==> config.mk <==
export PLATFORM = sky130hd
export DESIGN_NAME = mmio_led_port
export DESIGN_NICKNAME = d
export VERILOG_FILES = /design/src/rtl/mmio_led_port.sv
export SDC_FILE = /design/constraint.sdc
export NUM_CORES = 1
export LEC_CHECK = 0
export ABC_AREA = 1
export CELL_PAD_IN_SITES_DETAIL_PLACEMENT = 0
export CELL_PAD_IN_SITES_GLOBAL_PLACEMENT = 2
export CORE_MARGIN = 10
export CORE_UTILIZATION = 30
export CTS_CLUSTER_SIZE = 25
export DETAILED_ROUTE_END_ITERATION = 6
export PLACE_DENSITY = 0.88
export REMOVE_ABC_BUFFERS = 1
export SLEW_MARGIN = 20
export SYNTH_ARGS = -nofsm -noshare
export SYNTH_HDL_FRONTEND = slang
export SYNTH_SLANG_ARGS = --single-unit
==> constraint.sdc <==
create_clock -name clk -period 2.78 [get_ports clk]
set_input_delay 0.278 -clock clk [delete_from_list [all_inputs] [get_ports clk]]
set_output_delay 0.278 -clock clk [all_outputs]
set_load 0.01 [all_outputs]
==> src/rtl/mmio_led_port.sv <==
// Memory-mapped LED port: LED data, display control, tick period and a
// free-running cycle counter behind a 16-byte window on the data bus.
module mmio_led_port #(
  parameter logic [31:0] BASE_ADDR      = 32'h0000_7F00,
  parameter logic [23:0] DEFAULT_PERIOD = 24'd50
) (
  input  logic        clk,
  input  logic        rst,
  input  logic [31:0] addr,
  input  logic [31:0] wdata,
  input  logic        we,
  input  logic        re,
  output logic        hit,
  output logic [31:0] rdata,
  output logic        rvalid,
  output logic [7:0]  led
);

  localparam logic [1:0] OFF_LED = 2'd0;
  localparam logic [1:0] OFF_CTL = 2'd1;
  localparam logic [1:0] OFF_PER = 2'd2;
  localparam logic [1:0] OFF_CYC = 2'd3;

  logic [7:0]  r_led_data;
  logic [1:0]  r_ctrl;
  logic [23:0] r_period;
  logic [31:0] r_cycle;
  logic [23:0] r_tick_cnt;
  logic        r_phase;
  logic [7:0]  r_led;
  logic [31:0] r_rdata;
  logic        r_rvalid;

  logic [1:0]  w_off;
  logic        w_hit;
  logic        w_wr;
  logic        w_rd;
  logic        w_wr_led;
  logic        w_wr_ctl;
  logic        w_wr_per;
  logic        w_wr_cyc;
  logic [23:0] w_eff;
  logic        w_tick;
  logic        w_blank;
  logic [31:0] w_rd_val;
  logic [7:0]  w_led_nxt;
  logic        w_unused;

  assign w_off    = addr[3:2];
  assign w_hit    = (addr[31:4] == BASE_ADDR[31:4]);
  assign w_wr     = we && w_hit;
  assign w_rd     = re && w_hit;
  assign w_wr_led = w_wr && (w_off == OFF_LED);
  assign w_wr_ctl = w_wr && (w_off == OFF_CTL);
  assign w_wr_per = w_wr && (w_off == OFF_PER);
  assign w_wr_cyc = w_wr && (w_off == OFF_CYC);
  assign w_unused = ^{addr[1:0], wdata[31:24], BASE_ADDR[3:0]};

  // PERIOD of zero behaves as one: tick every cycle
  assign w_eff   = (r_period == 24'd0) ? 24'd1 : r_period;
  assign w_tick  = (r_ctrl != 2'b00) && (r_tick_cnt == w_eff - 24'd1);
  assign w_blank = (r_ctrl == 2'b01) && r_phase;

  always_comb begin
    w_rd_val = 32'd0;
    unique case (w_off)
      OFF_LED: w_rd_val = {24'd0, r_led_data};
      OFF_CTL: w_rd_val = {30'd0, r_ctrl};
      OFF_PER: w_rd_val = {8'd0, r_period};
      OFF_CYC: w_rd_val = r_cycle;
    endcase
  end

  always_comb begin
    w_led_nxt = r_led_data;
    unique case (1'b1)
      w_blank: w_led_nxt = 8'h00;
      default: w_led_nxt = r_led_data;
    endcase
  end

  always_ff @(posedge clk) begin
    if (!rst) begin
      r_led_data <= 8'd0;
      r_ctrl     <= 2'd0;
      r_period   <= DEFAULT_PERIOD;
      r_cycle    <= 32'd0;
      r_tick_cnt <= 24'd0;
      r_phase    <= 1'b0;
      r_led      <= 8'd0;
      r_rdata    <= 32'd0;
      r_rvalid   <= 1'b0;
    end else begin
      r_rvalid <= w_rd;
      if (w_rd) r_rdata <= w_rd_val;

      r_cycle <= w_wr_cyc ? 32'd0 : r_cycle + 32'd1;

      if (w_wr_ctl || w_wr_per) begin
        r_tick_cnt <= 24'd0;
        r_phase    <= 1'b0;
      end else if (r_ctrl == 2'b00) begin
        r_tick_cnt <= 24'd0;
        r_phase    <= 1'b0;
      end else if (w_tick) begin
        r_tick_cnt <= 24'd0;
        if (!r_ctrl[1]) r_phase <= ~r_phase;
      end else begin
        r_tick_cnt <= r_tick_cnt + 24'd1;
      end

      // a CPU store to LED_DATA drops a coincident rotate
      if (w_wr_led)
        r_led_data <= wdata[7:0];
      else if (w_tick && r_ctrl[1])
        r_led_data <= {r_led_data[6:0], r_led_data[7]};

      if (w_wr_ctl) r_ctrl   <= wdata[1:0];
      if (w_wr_per) r_period <= wdata[23:0];

      r_led <= w_led_nxt;
    end
  end

  assign hit    = w_hit;
  assign rdata  = r_rdata;
  assign rvalid = r_rvalid;
  assign led    = r_led;

endmodule

# Word level (Yosys, flattened, before mapping)
# Cells that the tools add are included.
[totals]
input_bits = 68
ff_bits = 132
output_inout_bits = 42
[classes]
n_reduce_logical = 20
eq_ne = 6
bitwise_logic = 3
addsub = 3
muxes = 4
[ops]
columns = ["cell", "n"]
rows = [
  ["32-bit one-hot mux with 4 select lines", 1],
  ["32-bit by 1-bit adder with 32-bit output (second input constant)", 1],
  ["28-bit by 11-bit equality test with 1-bit output (second input constant)", 1],
  ["24-bit by 1-bit adder with 24-bit output (second input constant)", 1],
  ["24-bit equality test", 1],
  ["24-bit logical NOT", 1],
  ["24-bit 2-to-1 mux", 1],
  ["24-bit by 1-bit subtractor with 24-bit output (second input constant)", 1],
  ["8-bit 2-to-1 mux", 2],
  ["1-bit logical AND", 9],
  ["2-bit by 1-bit equality test with 1-bit output (second input constant)", 2],
  ["2-bit equality test (second input constant)", 2],
  ["2-bit logical NOT", 2],
  ["2-bit nonzero test", 2],
  ["2-bit OR reduction", 2],
  ["4-bit OR reduction", 1],
  ["1-bit inverter", 3],
  ["3-bit OR reduction", 1],
  ["2-bit AND reduction", 1],
  ["1-bit logical OR", 1],
]

# Depth between registers and ports, before layout
# Gate-level depths: netlist of the first run.
[depth]
depth_word = 8
mapped_depth = 22

# Worst setup path after synthesis of the first run
# No wires, ideal clock.
[synth_timing]
kind = "reg2reg"
start = "reg r_period[10]"
end = "reg r_led_data[6]"
path_stages_with_launch = 23
path_slack_ns = 0.207
path_buffers = 1
synth_period_minus_slack_ns = 2.573
t_arrival_ns = 2.461
required_time_ns = 2.667
path_cell_list = "dfxtp_1 nor2_4 nand2_1 nor2_4 nand3_4 nand2_4 inv_2 ha_1 nand2_1 nor2_4 inv_2 nor2_2 xor2_1 nand2_1 inv_1 nand3_1 nor3_2 nand4_2 nand2_4 buf_6 nand2_1 nand2_1 nor2_1"
[synth_between]
elab_chain_len = 7
[synth_rtl]
columns = ["element", "line_no", "rtl"]
rows = [
  ["start, declared", "26", "logic [23:0] r_period;"],
  ["start signal, assigned", "119", "if (w_wr_per) r_period <= wdata[23:0];"],
  ["24-bit logical NOT", "60", "assign w_eff = (r_period == 24'd0) ? 24'd1 : r_period;"],
  ["24-bit 2-to-1 mux *", "60", ""],
  ["24-bit by 1-bit subtractor with 24-bit output *", "61", "assign w_tick = (r_ctrl != 2'b00) && (r_tick_cnt == w_eff - 24'd1);"],
  ["24-bit equality test *", "61", ""],
  ["1-bit logical AND *", "61", ""],
  ["1-bit logical AND *", "115", "else if (w_tick && r_ctrl[1])"],
  ["2-bit nonzero test (no source line) *", "--", ""],
  ["end signal, assigned", "114", "r_led_data <= wdata[7:0];"],
  ["end signal, assigned", "116", "r_led_data <= {r_led_data[6:0], r_led_data[7]};"],
  ["end, declared", "24", "logic [7:0] r_led_data;"],
]
# Mark *: on every way between the ends. The rest lies on a longest branch, timed or not.
# A chain may end at the register's enable or synchronous reset.

# Final worst setup path of the first run
[layout_timing]
start = "reg r_period[17]"
end = "reg r_led_data[5]"
# Same word-level chain as after synthesis.

==> results of run 1 <==
==> path summary, 6_finish.rpt <==
path / startpoint / end / slack, ps / depth (start not counted)
worst max register to register: r_period[17] / r_led_data[5] / 100 / 21
worst max-delay path: r_period[17] / r_led_data[5] / 100 / 21
worst min register to register: r_cycle[0] / r_cycle[0] / 460 / 1
worst min-delay path: wdata[23] / r_period[23] / 440 / 3
==> power breakdown <==
group | total [mW] | leakage, nW | switching [mW] | internal (mW)
registers | 1.90 | 1.07 | 0.00263 | 1.89
clock network | 2.29 | 0.288 | 0.948 | 1.35
logic | 0.185 | 2.27 | 0.0909 | 0.0945
total | 4.38 | 3.62 | 1.04 | 3.33
==> registers in the layout, indices dropped and copies added (netlist names) <==
register and cells:
r_period 24, r_led_data 8, r_ctrl 2, r_phase 1
led 8, rdata 32, rvalid 1, r_cycle 32
r_tick_cnt 24
==> metal layers <==
layer	vias up	wire length [um]	part of all wire [%]	GRT usage, %
li1	3388	-	-	-
met1	2907	10160	49	19.40
met2	159	8999	43	22.24
met3	17	1455	7.0	4.419
met4	0	218	1.0	3.547
met5	-	0	0	0
==> worst max-delay path, delay by kind of cell (launching register included) <==
family | cells | cell delay (ps)
AO/OA/AOI/OAI | 2 | 300
XOR/XNOR | 1 | 170
adder cells (fa/ha/maj) | 1 | 160
buffers and inverters | 3 | 280
flip-flops | 1 | 320
AND/OR/NAND/NOR | 14 | 1340
==> cells in the mapped netlist (all sizes together) <==
master  number  share of area, %
or2          2              0.18
nand3       50               4.0
nor3b       14               1.7
o21a         3              0.33
o211ai       3              0.33
dfxtp      132                39
buf          4              0.44
inv        126               7.0
o22ai       21               1.9
and2         1             0.092
or4          1              0.11
o21bai       1              0.11
a221oi       2              0.26
nor4        12               1.3
ha           3              0.55
and3b        1              0.13
a21oi       26               1.9
nand4       20               2.0
and3         2              0.18
xnor2       17               2.2
nand2      152               9.0
clkbuf      25               1.4
o21ai       35               2.6
nor3        29               2.9
o31ai        4              0.44
nor4b        1              0.13
a31o         1              0.13
clkinv       1             0.055
a211oi      27               3.0
xor2        32               4.3
nor2       189                12
a311oi       4              0.52
==> cell families (layout without fill, tap and decap cells) <==
kind of cell	after synthesis	count (layout)	synth area share (%)
AND/OR/NAND/NOR	474	475	33.51
buffers and inverters	156	323	8.872
flip-flops	132	132	39.04
AO/OA/AOI/OAI	127	127	11.57
XOR/XNOR	49	49	6.451
adder cells (fa/ha/maj)	3	3	0.5546
==> timing repair <==
action,in CTS,in global routing
endpoints found under the hold margin,0,0
setup endpoints to repair,31,33
hold buffers,0,0
pin swaps,5,21
buffers inserted,2,5
cloned,1,0
gates resized for setup,16,35
==> cell type report <==
type | instances | share of cell area (%)
Clock buffer | 17 | 4.584
Timing Repair Buffer | 164 | 16.38
Sequential cell | 132 | 28.68
Tap cell | 280 | 3.775
Clock inverter | 15 | 1.834
Inverter | 127 | 5.164
Multi-Input combinational cell | 654 | 39.58
==> per-stage QoR <==
step	instance area [um^2]	utilization (%)	cells
after CTS	9126	41.43	1384
after detailed placement	8463	38.42	1349
final	9280	42.13	1389
after global routing	9280	42.13	1389
after floorplan	6645	-	912
after global placement	8463	38.42	1349
==> impl_metrics.csv, run 1 <==
group,metric,value,unit
floorplanning,core,22030,um^2
floorplanning,pin_count,110,
timing,finalCritPeriodShare,96.43,%
grt,grt_max_degree,41,
timing,hold_viol,0,
timing,slew_viol_final,0,
worst_setup_path,path_cells,"nor2_2 > nand2_2 > nor2_4 > nand3_4 > nand2_4 > inv_4 > ha_4 > nand2_2 > nor2_4 > inv_2 > nor2_4 > nand4_1 > xor2_1 > o21ai_1 > a21oi_2 > buf_4 > nand4_4 > nand2_8 > nand2_2 > nand2_2 > nor2_1",
timing,worst_slew_pin_slew,650.3,ps
timing,relSlewSlack,56.60,%
route,avgViaCountPerCell,4.659,
grt,grt_usage,14.50,%
timing,fin_ws,99.11,ps
placement,gp_congestion,0.8320,
placement,dpl_worst_slack,-31.75,ps
clock_network,clockBufferDepth,2,
outcome,status,"complete, no violations",
synthesis,syn_area,6769,um^2
route,routed_wl,20.84,mm
cells_and_area,area_growth,37.10,%
clock_network,htreeDepth,4,
flow_run,drv_cap,0,
cells_and_area,antenna_cells,0,
cells_and_area,final_cell_mix,"nor2_1 (164), nand2_1 (132), dfxtp_1 (119), inv_1 (117), clkdlybuf4s50_1 (99)",
power_and_ir_drop,ir_drop,0.0003867,V
grt,first_global_vias,6266,
synthesis,yosys_warnings,0,
cells_and_area,multi_input_area,3674,um^2
worst_setup_path,start_kind,"register",
timing,final.setup.tns,0,ps
worst_hold_path,hold_path_class,"in2reg",
worst_setup_path,worst-endpoint-arrival,2990,ps
cells_and_area,final.fill_count,2295,
power_and_ir_drop,power_density,471.5,nW/um^2
floorplanning,die_height,170.2,um
timing,max_freq,373.0,MHz
worst_setup_path,crit_top_cell,"nand2_2",
route,dr_total_vias,6471,
worst_setup_path,path_class,"reg2reg",
synthesis,syn_inst,941,
route,drc_errors,0,
route,drtIter0Drc,302,
route,drt.antenna.violating_nets,0,
timing,finalCriticalPeriod,2681,ps
synthesis,yosys.cell_types.count,49,
clock_network,clock-sinks,132,
grt,grt_first_pass_wirelength,33.42,mm
worst_setup_path,end_kind,"register",
clock_network,cts_tree,"yes",
clock_network,clkTransAtPathRegs,60,ps
power_and_ir_drop,p_leak,3.625,nW
timing,fin_hold_ws,444.8,ps
timing,rsz0062_at_grt,"yes",
clock_network,cts_made_buffers,17,
placement,dpl.hpwl,15.97,mm
synthesis,yosys_register_bits,132,
timing,clock_skew,7.302,ps
worst_setup_path,slowest_stage,"dfxtp_2",
grt,antenna_found_initial,0,
worst_setup_path,cpPeakStageDelay,320,ps
clock_network,clockRootBuffer,"clkbuf_16",
synthesis,avgSynthCellArea,7.193,um^2
cells_and_area,drive_above_1_share,17.13,%
worst_setup_path,worstPathMaxFanout,8,
cells_and_area,final-seq-area,2661,um^2
route,first_pass_iters,5,
floorplanning,die_w,170.2,um
placement,io_buffer_count,99,
timing,setup_viol,0,
route,post_drt_wl_per_cell,15.00,um
power_and_ir_drop,power,4.375,mW
floorplanning,rows,54,
floorplanning,die_area,28970,um^2
clock_network,clkLatencyLatePin,420,ps
worst_setup_path,crit_required,3090,ps
cells_and_area,final_nets,1167,
grt,overflow,0,
synthesis,seq_area_frac_synth,39.04,%
cells_and_area,layout_commonest_cell,"nor2_1",
floorplanning,start_util,30.73,%
(Power assumes the default switching activity.)
==> run 2: changes to the inputs <==
--- a/config.mk
+++ b/config.mk
@@ -6,13 +6,13 @@
 export NUM_CORES = 1
 export LEC_CHECK = 0
 export ABC_AREA = 1
-export CELL_PAD_IN_SITES_DETAIL_PLACEMENT = 0
-export CELL_PAD_IN_SITES_GLOBAL_PLACEMENT = 2
+export CAP_MARGIN = 25
 export CORE_MARGIN = 10
-export CORE_UTILIZATION = 30
+export CORE_UTILIZATION = 38
+export CTS_CLUSTER_DIAMETER = 30
 export CTS_CLUSTER_SIZE = 25
 export DETAILED_ROUTE_END_ITERATION = 6
-export PLACE_DENSITY = 0.88
+export PLACE_DENSITY = 0.68
 export REMOVE_ABC_BUFFERS = 1
 export SLEW_MARGIN = 20
 export SYNTH_ARGS = -nofsm -noshare
==> run 2 against run 1 <==
Against the previous run: fmax increased by 1.6%; via count increased by 2.5%; global-route usage increased by 1.8 points; total power increased by 2.3%; die area decreased by 19%; non-clock buffer count decreased by 6; final cell count decreased by 4.5%; highest routed layer unchanged.
==> impl_metrics.csv, run 2 (synthesis results as in run 1) <==
group,metric,value,unit
clock_network,htreeDepth,4,
outcome,status,"complete, no violations",
route,drt.antenna.violating_nets,0,
cells_and_area,final_cell_mix,"nor2_1 (164), nand2_1 (133), dfxtp_1 (121), inv_1 (117), clkdlybuf4s50_1 (99)",
timing,max_freq,379.1,MHz
cells_and_area,layout_commonest_cell,"nor2_1",
grt,grt_max_degree,41,
timing,relSlewSlack,61.01,%
clock_network,clkTransAtPathRegs,60,ps
floorplanning,die_w,153.5,um
placement,gp_congestion,0.8998,
worst_setup_path,crit_required,3100,ps
power_and_ir_drop,p_leak,3.607,nW
floorplanning,start_util,39.00,%
clock_network,cts_tree,"yes",
grt,first_global_vias,6355,
route,drtIter0Drc,388,
route,drc_errors,0,
cells_and_area,final_area,9191,um^2
timing,finalCritPeriodShare,94.89,%
cells_and_area,final-seq-area,2656,um^2
timing,hold_viol,0,
floorplanning,core,17360,um^2
floorplanning,die_area,23550,um^2
cells_and_area,area_growth,35.79,%
route,route.met3.wl,1.384,mm
clock_network,clockBufferDepth,2,
power_and_ir_drop,ir_drop,0.0004462,V
clock_network,cts_made_buffers,17,
floorplanning,rows,48,
route,met1_length,9.209,mm
clock_network,clock-sinks,132,
route,avgViaCountPerCell,5.002,
timing,final.setup.tns,0,ps
cells_and_area,final_nets,1161,
timing,slew_viol_final,0,
floorplanning,pin_count,110,
grt,grt_usage,16.30,%
cells_and_area,drive_above_1_share,16.17,%
placement,io_buffer_count,99,
timing,setup_viol,0,
cells_and_area,final.fill_count,1627,
placement,place_area,8337,um^2
timing,finalCriticalPeriod,2638,ps
worst_setup_path,start_kind,"register",
worst_setup_path,worstPathMaxFanout,8,
grt,grt_first_pass_wirelength,31.96,mm
timing,worst_slew_pin_slew,583.5,ps
grt,overflow,0,
floorplanning,die_height,153.5,um
clock_network,clkLatencyLatePin,420,ps
flow_run,drv_cap,0,
placement,dpl.hpwl,14.77,mm
worst_setup_path,end_kind,"register",
cells_and_area,antenna_cells,0,
cells_and_area,multi_input_area,3697,um^2
worst_setup_path,worst-endpoint-arrival,2950,ps
worst_setup_path,path_class,"reg2reg",
route,post_drt_wl_per_cell,14.75,um
route,routed_wl,19.56,mm
worst_hold_path,hold_path_class,"in2reg",
grt,antenna_found_initial,0,
route,highest_layer,"met4",
route,dr_total_vias,6633,
timing,rsz0062_at_grt,"yes",
timing,clock_skew,5.914,ps
power_and_ir_drop,power_density,486.9,nW/um^2
power_and_ir_drop,power,4.476,mW
route,wl_met2,8.463,mm
timing,fin_ws,141.9,ps
clock_network,holdBufCountCts,0,
route,first_pass_iters,5,
placement,dpl_worst_slack,-47.10,ps
clock_network,clockRootBuffer,"clkbuf_16",
-- run 2: changes by cell type in the layout (fill, tap and decap cells not counted), moves of 2 or more --
| cell | change |
|---|---|
| buf_4 | -4 |
| nand2_4 | +2 |
| clkinv_2 | +2 |
| nand2_2 | -2 |
| clkinv_4 | -3 |
| bufinv_16 | +3 |
| nor2_4 | +4 |
| clkbuf_1 | +3 |
| dfxtp_1 | +2 |
| nor2_2 | -4 |
| inv_6 | -5 |
-- run 2: power by group --
part | leakage (nW) | switching [mW] | internal (mW)
Sequential | 1.07 | 0.00261 | 1.90
Combinational | 2.24 | 0.0892 | 0.0943
Clock | 0.300 | 0.816 | 1.58
-- run 2: worst max-delay path, cell delays in order (launching register included) --
cell and delay [ps]:
dfxtp_2 360, nor2_1 50, nand2_1 100, nor2_4 60
nand3_4 90, nand2_4 60, inv_4 60, ha_4 150
nand2_4 60, nor2_4 190, inv_2 90, nor2_4 100
nand4_1 100, xor2_1 180, o21ai_2 90, a21oi_2 150
buf_4 140, nand4_4 150, nand2_4 170, nand2_1 60
nand2_1 60, nor2_1 40
-- run 2: stage by stage --
stage	hold slack, ps	util [%]	cells
6_report	441.2	52.96	1326
5_1_grt	473.1	52.96	1326
4_1_cts	440.1	51.77	1319
3_5_place_dp	463.3	48.03	1288
3_3_place_gp	442.0	48.03	1288
2_1_floorplan	376.6	-	912
-- run 2: area by class of cell --
class | instances | share of cell area (%)
Sequential cell | 132 | 28.90
Timing Repair Buffer | 158 | 15.87
Inverter | 127 | 5.214
Clock buffer | 20 | 4.751
Tap cell | 225 | 3.063
Clock inverter | 10 | 1.974
Multi-Input combinational cell | 654 | 40.23
-- run 2: final timing paths --
path	start	end	slack [ps]	cells past startpoint
setup / recovery	r_period[23]	r_led_data[5]	140	21
hold / removal	wdata[18]	r_period[18]	440	3
setup reg to reg	r_period[23]	r_led_data[5]	140	21
hold reg to reg	rdata[30]	rdata[30]	470	2
-- run 2: routing by layer --
layer / global-route usage [%] / vias up
met1: 21.00 / 3026
met5: 0 / -
met3: 4.602 / 39
met4: 6.658 / 0
met2: 25.05 / 198
li1: - / 3370
-- run 2: repair_timing --
action                                  CTS  global route
pin swaps                                 2            14
endpoints found under the hold margin     0             0
resized for setup                         5            47
endpoints found under the setup margin   31            34
cloned                                    1             0
setup buffers                             0             7
==> run 3: changes to the inputs <==
--- a/config.mk
+++ b/config.mk
@@ -7,12 +7,15 @@
 export LEC_CHECK = 0
 export ABC_AREA = 1
 export CAP_MARGIN = 25
+export CELL_PAD_IN_SITES_DETAIL_PLACEMENT = 1
+export CELL_PAD_IN_SITES_GLOBAL_PLACEMENT = 1
+export CORE_ASPECT_RATIO = 0.8
 export CORE_MARGIN = 10
 export CORE_UTILIZATION = 38
 export CTS_CLUSTER_DIAMETER = 30
 export CTS_CLUSTER_SIZE = 25
 export DETAILED_ROUTE_END_ITERATION = 6
-export PLACE_DENSITY = 0.68
+export PLACE_DENSITY = 0.87
 export REMOVE_ABC_BUFFERS = 1
 export SLEW_MARGIN = 20
 export SYNTH_ARGS = -nofsm -noshare
==> run 3 against run 2 <==
Against the previous run: the flow now finishes with violations (setup timing); via count rose by 8.7%; routed wire length rose by 34%; final cell count rose by 0.98%; sequential cell count did not move; fmax fell by 9.4%; total power fell by 2.2%; non-clock buffer count rose by 11; worst setup slack got worse by 270 ps; clock skew rose by 12 ps; critical path type unchanged; largest cell class unchanged.
==> impl_metrics.csv, run 3 (synthesis results as in run 1) <==
group,metric,value,unit
outcome,status,"complete, but fails checks",
outcome,failed_checks,"setup timing",
worst_setup_path,cpPeakStageDelay,320,ps
floorplanning,core,17430,um^2
grt,first_global_vias,7575,
placement,io_buffer_count,99,
grt,grt_first_pass_wirelength,39.94,mm
timing,finalCritPeriodShare,104.8,%
route,avgViaCountPerCell,5.386,
placement,gp_congestion,0.8688,
floorplanning,rows,43,
cells_and_area,final_nets,1172,
power_and_ir_drop,p_leak,3.664,nW
power_and_ir_drop,switchingPower,1.042,mW
timing,slew_viol_final,0,
route,drtIter0Drc,532,
floorplanning,die_height,139.4,um
grt,overflow,0,
worst_setup_path,path_cells,"nor2_1 > nand2_2 > nor2_4 > nand3_4 > nand2_4 > inv_4 > ha_4 > nand2_4 > nor2_4 > inv_2 > nor2_4 > xor2_1 > nand2_1 > inv_1 > nand3_2 > nor3_4 > buf_6 > nand4_4 > nand2_8 > nand2_1 > nand2_1 > nor2_1",
cells_and_area,final_core_util,53.60,%
power_and_ir_drop,seq_power_share,43.3,%
cells_and_area,layout_commonest_cell,"nor2_1",
placement,place_area,8384,um^2
clock_network,clockBufferDepth,2,
clock_network,cts_tree,"yes",
cells_and_area,drive_above_1_share,18.49,%
clock_network,clock-sinks,132,
cells_and_area,final_area,9344,um^2
placement,dpl.hpwl,17.92,mm
clock_network,htreeDepth,4,
floorplanning,die_area,23590,um^2
floorplanning,die_w,169.2,um
worst_setup_path,start_kind,"register",
cells_and_area,fin_cells,1339,
clock_network,holdBufCountCts,0,
power_and_ir_drop,clkPwrFrac,52.3,%
flow_run,drv_cap,0,
worst_setup_path,worstPathMaxFanout,8,
timing,fin_hold_ws,426.9,ps
floorplanning,start_util,38.83,%
route,first_pass_iters,5,
worst_setup_path,path_delay_family,"simple AND/OR/NAND/NOR gates",
timing,clock_skew,17.73,ps
worst_setup_path,slowest_stage,"dfxtp_1",
clock_network,clockRootBuffer,"clkbuf_16",
worst_setup_path,end_kind,"register",
timing,max_freq,343.4,MHz
timing,hold_viol,0,
grt,antenna_found_initial,0,
timing,finalCriticalPeriod,2912,ps
floorplanning,pin_count,110,
placement,dpl_worst_slack,-232.0,ps
route,drc_errors,0,
timing,relSlewSlack,52.33,%
timing,setup_viol,28,
clock_network,clkTransAtPathRegs,70,ps
power_and_ir_drop,power_density,468.6,nW/um^2
power_and_ir_drop,ir_drop,0.0005547,V
cells_and_area,area_growth,38.04,%
worst_setup_path,timing.critical_path.buf_inv,4,
power_and_ir_drop,combPwrFrac,4.4,%
worst_hold_path,hold_path_class,"in2reg",
timing,worst_slew_pin_slew,709.6,ps
grt,grt_usage,20.84,%
power_and_ir_drop,netSwitchingFraction,23.80,%
route,post_drt_wl_per_cell,19.54,um
worst_setup_path,worst-endpoint-arrival,3250,ps
cells_and_area,final.fill_count,2157,
clock_network,clkLatencyLatePin,450,ps
worst_setup_path,crit_required,3110,ps
cells_and_area,antenna_cells,0,
grt,grt_max_degree,41,
timing,rsz0062_at_grt,"yes",
timing,fin_ws,-132.5,ps
route,drt.antenna.violating_nets,0,
placement,dp.cells,1291,
clock_network,cts_made_buffers,17,
worst_setup_path,path_class,"reg2reg",
route,routed_wl,26.16,mm
route,dr_total_vias,7212,
cells_and_area,final_cell_mix,"nor2_1 (159), nand2_1 (131), inv_1 (117), dfxtp_1 (117), clkdlybuf4s50_1 (99)",
power_and_ir_drop,p_int,3.337,mW
run 3: final timing paths:
check               start       endpoint  slack, ps  depth (start not counted)
min             wdata[17]   r_period[17]        430                          3
max          r_period[21]  r_led_data[2]       -130                         22
max reg2reg  r_period[21]  r_led_data[2]       -130                         22
min reg2reg    r_cycle[0]     r_cycle[0]        430                          1
run 3: per-layer routing:
layer	track usage, %	vias to the layer above	wire length [um]
li1	-	3393	-
met1	26.44	3512	11380
met2	32.80	249	12060
met3	5.770	58	1987
met4	7.982	0	733
met5	0	-	0
run 3: through the flow:
step,power [mW],TNS (ps)
2_1_floorplan,1.992,0
5_1_grt,4.493,-6206
3_5_place_dp,2.126,-5194
3_3_place_gp,2.120,-233.6
4_1_cts,4.383,0
6_report,4.378,-1257
run 3: worst min-delay path: stages:
cell and delay (ps):
clkdlybuf4s50_1 400, nor2_1 110, a211oi_1 50
run 3: area by class of cell:
type	count	area (um^2)	area share, %
flip-flops and latches	132	2664	28.51
inverters	127	479.2	5.129
clock buffers	21	450.4	4.821
well taps	225	281.5	3.013
clock inverters	11	128.9	1.379
repair buffers	169	1574	16.85
multi-input cells	654	3766	40.31
run 3: power by group through the flow:
stage / sequential [mW] / clock (mW) / combinational [mW]
after floorplan: 1.94 / 0 / 0.0528
after global placement: 1.94 / 0 / 0.181
after detailed placement: 1.94 / 0 / 0.186
after CTS: 1.90 / 2.30 / 0.189
after global routing: 1.90 / 2.39 / 0.205
final: 1.90 / 2.29 / 0.193
run 3: what timing repair did:
action / in CTS / in global routing
buffers inserted: 5 / 10
resized for setup: 27 / 49
endpoints found under the setup margin: 33 / 37
cloned: 1 / 0
pin swaps: 6 / 20
